$ cat src/rtl/rv32_alu_pkg.sv
// rv32_alu_pkg: shared types and helpers for the slice-serial ALU.
//   alu_op_e    : 3-bit operation codes presented on i_op
//   alu_state_e : control FSM states (IDLE, RUN, DONE)
//   is_arith()  : op uses the slice adder (ADD/SUB/SLT/SLTU)
//   inverts_b() : op subtracts, i.e. B is inverted and carry-in of slice 0 is 1
package rv32_alu_pkg;

  typedef enum logic [2:0] {
    OP_ADD  = 3'd0,
    OP_SUB  = 3'd1,
    OP_AND  = 3'd2,
    OP_OR   = 3'd3,
    OP_XOR  = 3'd4,
    OP_SLT  = 3'd5,
    OP_SLTU = 3'd6,
    OP_RSV  = 3'd7
  } alu_op_e;

  typedef enum logic [1:0] {
    IDLE = 2'd0,
    RUN  = 2'd1,
    DONE = 2'd2
  } alu_state_e;

  function automatic logic is_arith(input alu_op_e op);
    logic r;
    case (op)
      OP_ADD, OP_SUB, OP_SLT, OP_SLTU: r = 1'b1;
      default:                         r = 1'b0;
    endcase
    return r;
  endfunction

  function automatic logic inverts_b(input alu_op_e op);
    logic r;
    case (op)
      OP_SUB, OP_SLT, OP_SLTU: r = 1'b1;
      default:                 r = 1'b0;
    endcase
    return r;
  endfunction

endpackage

$ cat src/rtl/rv32_alu_slice.sv
// rv32_alu_slice: combinational SLICE_W-bit ALU slice, time-multiplexed by the FSM.
//   a, b     : operand slices
//   c_in     : carry into the slice LSB (chained carry register)
//   op       : operation
//   result   : slice result
//   c_out    : carry out of the slice MSB (0 for logic / unsupported ops)
//   c_msb_in : carry into the slice MSB, used for signed overflow
module rv32_alu_slice
  import rv32_alu_pkg::*;
#(
  parameter int SLICE_W = 8
) (
  input  logic [SLICE_W-1:0] a,
  input  logic [SLICE_W-1:0] b,
  input  logic               c_in,
  input  alu_op_e            op,
  output logic [SLICE_W-1:0] result,
  output logic               c_out,
  output logic               c_msb_in
);

  logic [SLICE_W-1:0] b_eff;
  logic [SLICE_W:0]   sum;

  // Shared adder; subtract-style ops see ~B and rely on the FSM's carry-in of 1
  always_comb begin
    b_eff = inverts_b(op) ? ~b : b;
    sum   = {1'b0, a} + {1'b0, b_eff} + {{SLICE_W{1'b0}}, c_in};
  end

  // Result and carry selection per operation
  always_comb begin
    result   = '0;
    c_out    = 1'b0;
    c_msb_in = 1'b0;
    if (is_arith(op)) begin
      result   = sum[SLICE_W-1:0];
      c_out    = sum[SLICE_W];
      // a ^ b ^ sum at the MSB recovers the carry that entered that bit
      c_msb_in = a[SLICE_W-1] ^ b_eff[SLICE_W-1] ^ sum[SLICE_W-1];
    end else begin
      case (op)
        OP_AND:  result = a & b;
        OP_OR:   result = a | b;
        OP_XOR:  result = a ^ b;
        default: result = '0;
      endcase
    end
  end

endmodule

$ cat src/rtl/rv32_alu_slice_fsm.sv
// rv32_alu_slice_fsm: multicycle integer ALU, one SLICE_W-bit slice per cycle.
//   i_clk, i_rst (async, active-high)
//   request : i_valid / o_ready, i_op, i_operand_one, i_operand_two
//   response: o_valid / i_ready, o_result, o_carry_out, o_overflow, o_zero, o_err
// Optional feature macro RV32_ALU_SLT_EN: enables ops 5 (SLT) and 6 (SLTU);
// without it those ops report o_err=1 with a zero result.
module rv32_alu_slice_fsm
  import rv32_alu_pkg::*;
#(
  parameter int DATA_W  = 32,
  parameter int SLICE_W = 8
) (
  input  logic              i_clk,
  input  logic              i_rst,
  input  logic              i_valid,
  output logic              o_ready,
  input  logic [2:0]        i_op,
  input  logic [DATA_W-1:0] i_operand_one,
  input  logic [DATA_W-1:0] i_operand_two,
  output logic              o_valid,
  input  logic              i_ready,
  output logic [DATA_W-1:0] o_result,
  output logic              o_carry_out,
  output logic              o_overflow,
  output logic              o_zero,
  output logic              o_err
);

  localparam int NUM_SLICES = DATA_W / SLICE_W;
  localparam int CNT_W      = (NUM_SLICES > 1) ? $clog2(NUM_SLICES) : 1;
  localparam logic [CNT_W-1:0] LAST_CNT = CNT_W'(NUM_SLICES - 1);

`ifdef RV32_ALU_SLT_EN
  localparam logic SLT_EN = 1'b1;
`else
  localparam logic SLT_EN = 1'b0;
`endif

  if ((DATA_W % SLICE_W) != 0) begin : g_bad_slice_w
    $error("rv32_alu_slice_fsm: SLICE_W must divide DATA_W");
  end

  alu_state_e        state_q, state_d;
  logic [CNT_W-1:0]  cnt_q, cnt_d;
  logic              carry_q, carry_d;
  alu_op_e           op_q, op_d;
  logic [DATA_W-1:0] a_q, a_d, b_q, b_d;
  logic [DATA_W-1:0] acc_q, acc_d;
  logic [DATA_W-1:0] result_q, result_d;
  logic              cout_q, cout_d, ovf_q, ovf_d, zero_q, zero_d, err_q, err_d;
  logic              ready_q, valid_q;

  logic [31:0]        base;
  logic [SLICE_W-1:0] slice_res;
  logic               slice_cout, slice_cmsb, msb_ovf, op_ok;

  assign base    = 32'(cnt_q) * 32'(SLICE_W);
  assign msb_ovf = slice_cmsb ^ slice_cout;
  assign op_ok   = (op_q != OP_RSV) && (SLT_EN || !((op_q == OP_SLT) || (op_q == OP_SLTU)));

  rv32_alu_slice #(.SLICE_W(SLICE_W)) u_slice (
    .a        (a_q[base +: SLICE_W]),
    .b        (b_q[base +: SLICE_W]),
    .c_in     (carry_q),
    .op       (op_q),
    .result   (slice_res),
    .c_out    (slice_cout),
    .c_msb_in (slice_cmsb)
  );

  // State, operand capture, slice accumulation and registered outputs
  always_ff @(posedge i_clk or posedge i_rst) begin
    if (i_rst) begin
      state_q  <= IDLE;
      cnt_q    <= '0;
      carry_q  <= 1'b0;
      op_q     <= OP_ADD;
      a_q      <= '0;
      b_q      <= '0;
      acc_q    <= '0;
      result_q <= '0;
      cout_q   <= 1'b0;
      ovf_q    <= 1'b0;
      zero_q   <= 1'b1;
      err_q    <= 1'b0;
      ready_q  <= 1'b1;
      valid_q  <= 1'b0;
    end else begin
      state_q  <= state_d;
      cnt_q    <= cnt_d;
      carry_q  <= carry_d;
      op_q     <= op_d;
      a_q      <= a_d;
      b_q      <= b_d;
      acc_q    <= acc_d;
      result_q <= result_d;
      cout_q   <= cout_d;
      ovf_q    <= ovf_d;
      zero_q   <= zero_d;
      err_q    <= err_d;
      ready_q  <= (state_d == IDLE);
      valid_q  <= (state_d == DONE);
    end
  end

  // Next-state logic, slice sequencing and flag evaluation at the last slice
  always_comb begin
    state_d  = state_q;
    cnt_d    = cnt_q;
    carry_d  = carry_q;
    op_d     = op_q;
    a_d      = a_q;
    b_d      = b_q;
    acc_d    = acc_q;
    result_d = result_q;
    cout_d   = cout_q;
    ovf_d    = ovf_q;
    zero_d   = zero_q;
    err_d    = err_q;
    case (state_q)
      IDLE: begin
        if (i_valid && ready_q) begin
          op_d    = alu_op_e'(i_op);
          a_d     = i_operand_one;
          b_d     = i_operand_two;
          cnt_d   = '0;
          acc_d   = '0;
          // Subtraction is A + ~B + 1: the +1 enters as slice 0 carry-in
          carry_d = inverts_b(alu_op_e'(i_op));
          state_d = RUN;
        end else begin
          state_d = IDLE;
        end
      end
      RUN: begin
        acc_d[base +: SLICE_W] = slice_res;
        carry_d = slice_cout;
        cnt_d   = cnt_q + CNT_W'(1);
        if (cnt_q == LAST_CNT) begin
          state_d  = DONE;
          cnt_d    = '0;
          result_d = '0;
          cout_d   = 1'b0;
          ovf_d    = 1'b0;
          err_d    = 1'b0;
          if (!op_ok) begin
            err_d = 1'b1;
          end else begin
            case (op_q)
              OP_ADD, OP_SUB: begin
                result_d = acc_d;
                cout_d   = slice_cout;
                ovf_d    = msb_ovf;
              end
              OP_SLT: begin
                // signed less-than is N xor V of A-B
                result_d[0] = slice_res[SLICE_W-1] ^ msb_ovf;
                cout_d      = slice_cout;
                ovf_d       = msb_ovf;
              end
              OP_SLTU: begin
                // unsigned less-than is a borrow, i.e. no carry out
                result_d[0] = ~slice_cout;
                cout_d      = slice_cout;
                ovf_d       = msb_ovf;
              end
              default: result_d = acc_d;
            endcase
          end
          // Unsupported ops report every flag other than o_err as 0
          zero_d = ~err_d & (result_d == '0);
        end else begin
          state_d = RUN;
        end
      end
      DONE: begin
        if (i_ready) begin
          state_d = IDLE;
        end else begin
          state_d = DONE;
        end
      end
      default: state_d = IDLE;
    endcase
  end

  assign o_ready     = ready_q;
  assign o_valid     = valid_q;
  assign o_result    = result_q;
  assign o_carry_out = cout_q;
  assign o_overflow  = ovf_q;
  assign o_zero      = zero_q;
  assign o_err       = err_q;

endmodule

$ cat config.mk
export PLATFORM = sky130hd
export DESIGN_NAME = rv32_alu_slice_fsm
export DESIGN_NICKNAME = d
export VERILOG_FILES = /design/src/rtl/rv32_alu_pkg.sv /design/src/rtl/rv32_alu_slice.sv /design/src/rtl/rv32_alu_slice_fsm.sv
export SDC_FILE = /design/constraint.sdc
export NUM_CORES = 1
export LEC_CHECK = 0
export BUFFER_PORTS_ARGS = -buffer_cell sky130_fd_sc_hd__buf_4
export CAP_MARGIN = 20
export CORE_ASPECT_RATIO = 0.7
export CORE_MARGIN = 2
export CORE_UTILIZATION = 45
export CTS_CLUSTER_DIAMETER = 60
export CTS_CLUSTER_SIZE = 24
export DETAILED_ROUTE_END_ITERATION = 10
export PLACE_DENSITY = 0.65
export SYNTH_ARGS = -nofsm -noshare
export SYNTH_HDL_FRONTEND = slang
export SYNTH_HIERARCHICAL = 1
export SYNTH_SLANG_ARGS = --single-unit
$ cat constraint.sdc
create_clock -name i_clk -period 9.75 [get_ports i_clk]
set_input_delay 1.4625 -clock i_clk [delete_from_list [all_inputs] [get_ports i_clk]]
set_output_delay 1.4625 -clock i_clk [all_outputs]
set_load 0.02 [all_outputs]
==> results_dict.tcl <==
set metrics [dict create \
    cts.root.buffer_cell "clkbuf_16" \
    hpwl_um 12880 \
    critPathArrivalTime_ns 4.96 \
    clk_pin_slew_worst_paths_ns 0.06 \
    yosys_register_bits 142 \
    slowest_stage "a32oi_1" \
    cts_buffers 17 \
    wl_per_cell_um 16.57 \
    grt_setup_unrepaired "no" \
    syn_inst 792 \
    cts_num_sinks 142 \
    final_util_pct 55.06 \
    vias 5868 \
    hold_buffers 0 \
    antenna_found_initial 0 \
    wl_um 18580 \
    end_kind "flip-flop" \
    n_antenna_cell 0 \
    yosys-top-cells-area "dfrtp_1 47%, nand2_1 13%, ha_1 5.0%" \
    synth_edf_count 0 \
    hold_viol_final 0 \
    area_delta_synth_final_pct 20.25 \
    finalCritPeriodShare_pct 47.19 \
    initial_core_util_pct 45.79 \
    ys_types 62 \
    yosysMostFrequentCell "nand2_1" \
    yosys.area.top_type "dfrtp_1" \
    fin_setup_tns_ns 0 \
    cts_resized 0 \
    drv_slew 0 \
    critPathLaunchType "flip-flop" \
    portBuffers 108 \
    drc 0 \
    insertion_delay_ns 0.43 \
    required_ns 10.10 \
    drtPass1Iterations 5 \
    postSynthAreaPerCell_um2 9.395 \
    maxCapViolCount 0 \
    die_x_um 157.7 \
    min_period_ns 4.602 \
    vias_per_cell 5.235 \
    status "finished clean" \
    row_count 39 \
    crit_family "compound AO/OA/AOI/OAI gates" \
    gp_congestion 0.8850 \
    cts.htree.levels 4 \
    synthTopCellsByCount "252 x nand2_1, 140 x dfrtp_1, 62 x o21ai_0, 47 x a21oi_1, 34 x nor2b_1" \
    ys_seq_area_share_pct 47.79 \
    drt_iter0_markers 513 \
    synth_warnings 6 \
    drtAntennaViolNets 0 \
    core-area_mm2 0.01625 \
    max_freq_mhz 217.3 \
    async_flop_share_pct 100.0 \
    cts_setup_buffers 0 \
    drive_gt1_share_pct 21.21 \
    grt_pass1_wl_um 30830 \
    die-area_mm2 0.01760 \
    hold_path_class "reg -> reg" \
    maxSlewHeadroom_pct 19.51 \
    critical_path.max_stage_delay_ns 0.90 \
    boundaryPins 109 \
    skew_ns 0.006584 \
    dieHeight_um 111.6 \
    nNetsFinal 986 \
    crit_chain "buf_4 -> mux4_2 -> xnor2_1 -> ha_1 -> nand3b_1 -> nand2_1 -> a31oi_1 -> nor2_1 -> a32oi_1 -> a21oi_1 -> nand3_4 -> o21a_1 -> o31ai_2" \
    synth_top_area_share_pct 47.08 \
    grt.overflow.total 0 \
    synth_ff_type "dfrtp_1" \
    setup_viol 0 \
    clk_path_buf_depth 2 \
    worstMarginPinSlew_ns 1.207 \
    worstSetupPathType "reg -> reg" \
    grt_pass1_vias 5790 \
    synthesis.area_mm2 0.007441 \
    synthesis.nets 895 \
    critPathMaxFanout 17 \
    cts_tree "built" \
    grt_max_degree 82 \
    hold_ws_ns 0.4714 \
    cp_num_buf_inv 1 \
    grtUsageTotal_pct 22.62 \
]
-- final cells by class --
class	instances	area (um2)
Timing Repair Buffer	123	923.4
Clock buffer	19	442.9
Clock inverter	13	140.1
Tap cell	225	281.5
Fill cell	1476	7302
Inverter	23	91.34
Multi-Input combinational cell	576	3512
Sequential cell	142	3556
-- tightest hold or removal path: cells and delay by family, from the launching register on --
| kind | cells | cell delay, ns |
|---|---|---|
| AND/OR/NAND/NOR | 2 | 0.10 |
| flip-flops | 1 | 0.34 |
-- sequential cells by signal, indices dropped and copies added, names as in the netlist --
register,count
o_zero,1
o_valid,1
cnt_q,2
o_carry_out,1
o_err,1
o_ready,1
o_result,32
op_q,3
acc_q,32
carry_q,1
state_q,2
a_q,32
b_q,32
o_overflow,1
-- metal layers --
layer | GRT usage (%) | up-vias | part of all wire, %
met5 | 0 | - | 0
met3 | 5.683 | 19 | 6.2
met2 | 30.03 | 167 | 41
met1 | 36.59 | 2843 | 52
met4 | 5.333 | 0 | 0.97
li1 | - | 2839 | -
-- path summary, 6_finish.rpt --
check | from | end | slack [ns] | cells past startpoint
setup / recovery | cnt_q[0]$_DFFE_PP0P_ | o_zero$_DFFE_PP1P_ | 5.15 | 13
hold / removal | a_q[27]$_DFFE_PP0P_ | a_q[27]$_DFFE_PP0P_ | 0.47 | 2
setup reg to reg | cnt_q[0]$_DFFE_PP0P_ | o_zero$_DFFE_PP1P_ | 5.15 | 13
hold reg to reg | a_q[27]$_DFFE_PP0P_ | a_q[27]$_DFFE_PP0P_ | 0.47 | 2
max in group asynchronous | i_rst | acc_q[15]$_DFFE_PP0P_ | 7.27 | 3
min in group asynchronous | i_rst | o_overflow$_DFFE_PP0P_ | 1.15 | 2
-- logic make-up after synthesis --
group                    count (synthesis)  share of synthesized area (%)
XOR/XNOR                                15                          1.766
buffers and inverters                   74                          5.179
AO/OA/AOI/OAI                          164                          13.77
AND/OR/NAND/NOR                        345                          20.35
multiplexers                            20                          5.566
adder cells (fa/ha/maj)                 32                          5.583
flip-flops                             142                          47.79
-- per-stage QoR --
stage               cells  worst slack, ns  instance area, um2
global route         1121            4.730                8947
floorplan             792            4.481                7441
CTS                  1121            5.166                8947
global placement     1089            5.250                8364
detailed placement   1089            5.168                8364
finish               1121            5.148                8947
-- cell usage in the layout (no fill, tap or decap), types with 16 or more instances in the layout --
master       n
ha_1        30
o21ai_0     62
mux4_2      16
a22o_1      19
nor2_1      17
buf_4      123
dfrtp_1    140
clkbuf_16   17
nor2b_1     34
inv_1       22
a21oi_1     47
nand2_1    252
Power is not shown: default switching activity piles up to over one toggle a cycle in this logic, so the estimate is an artifact.
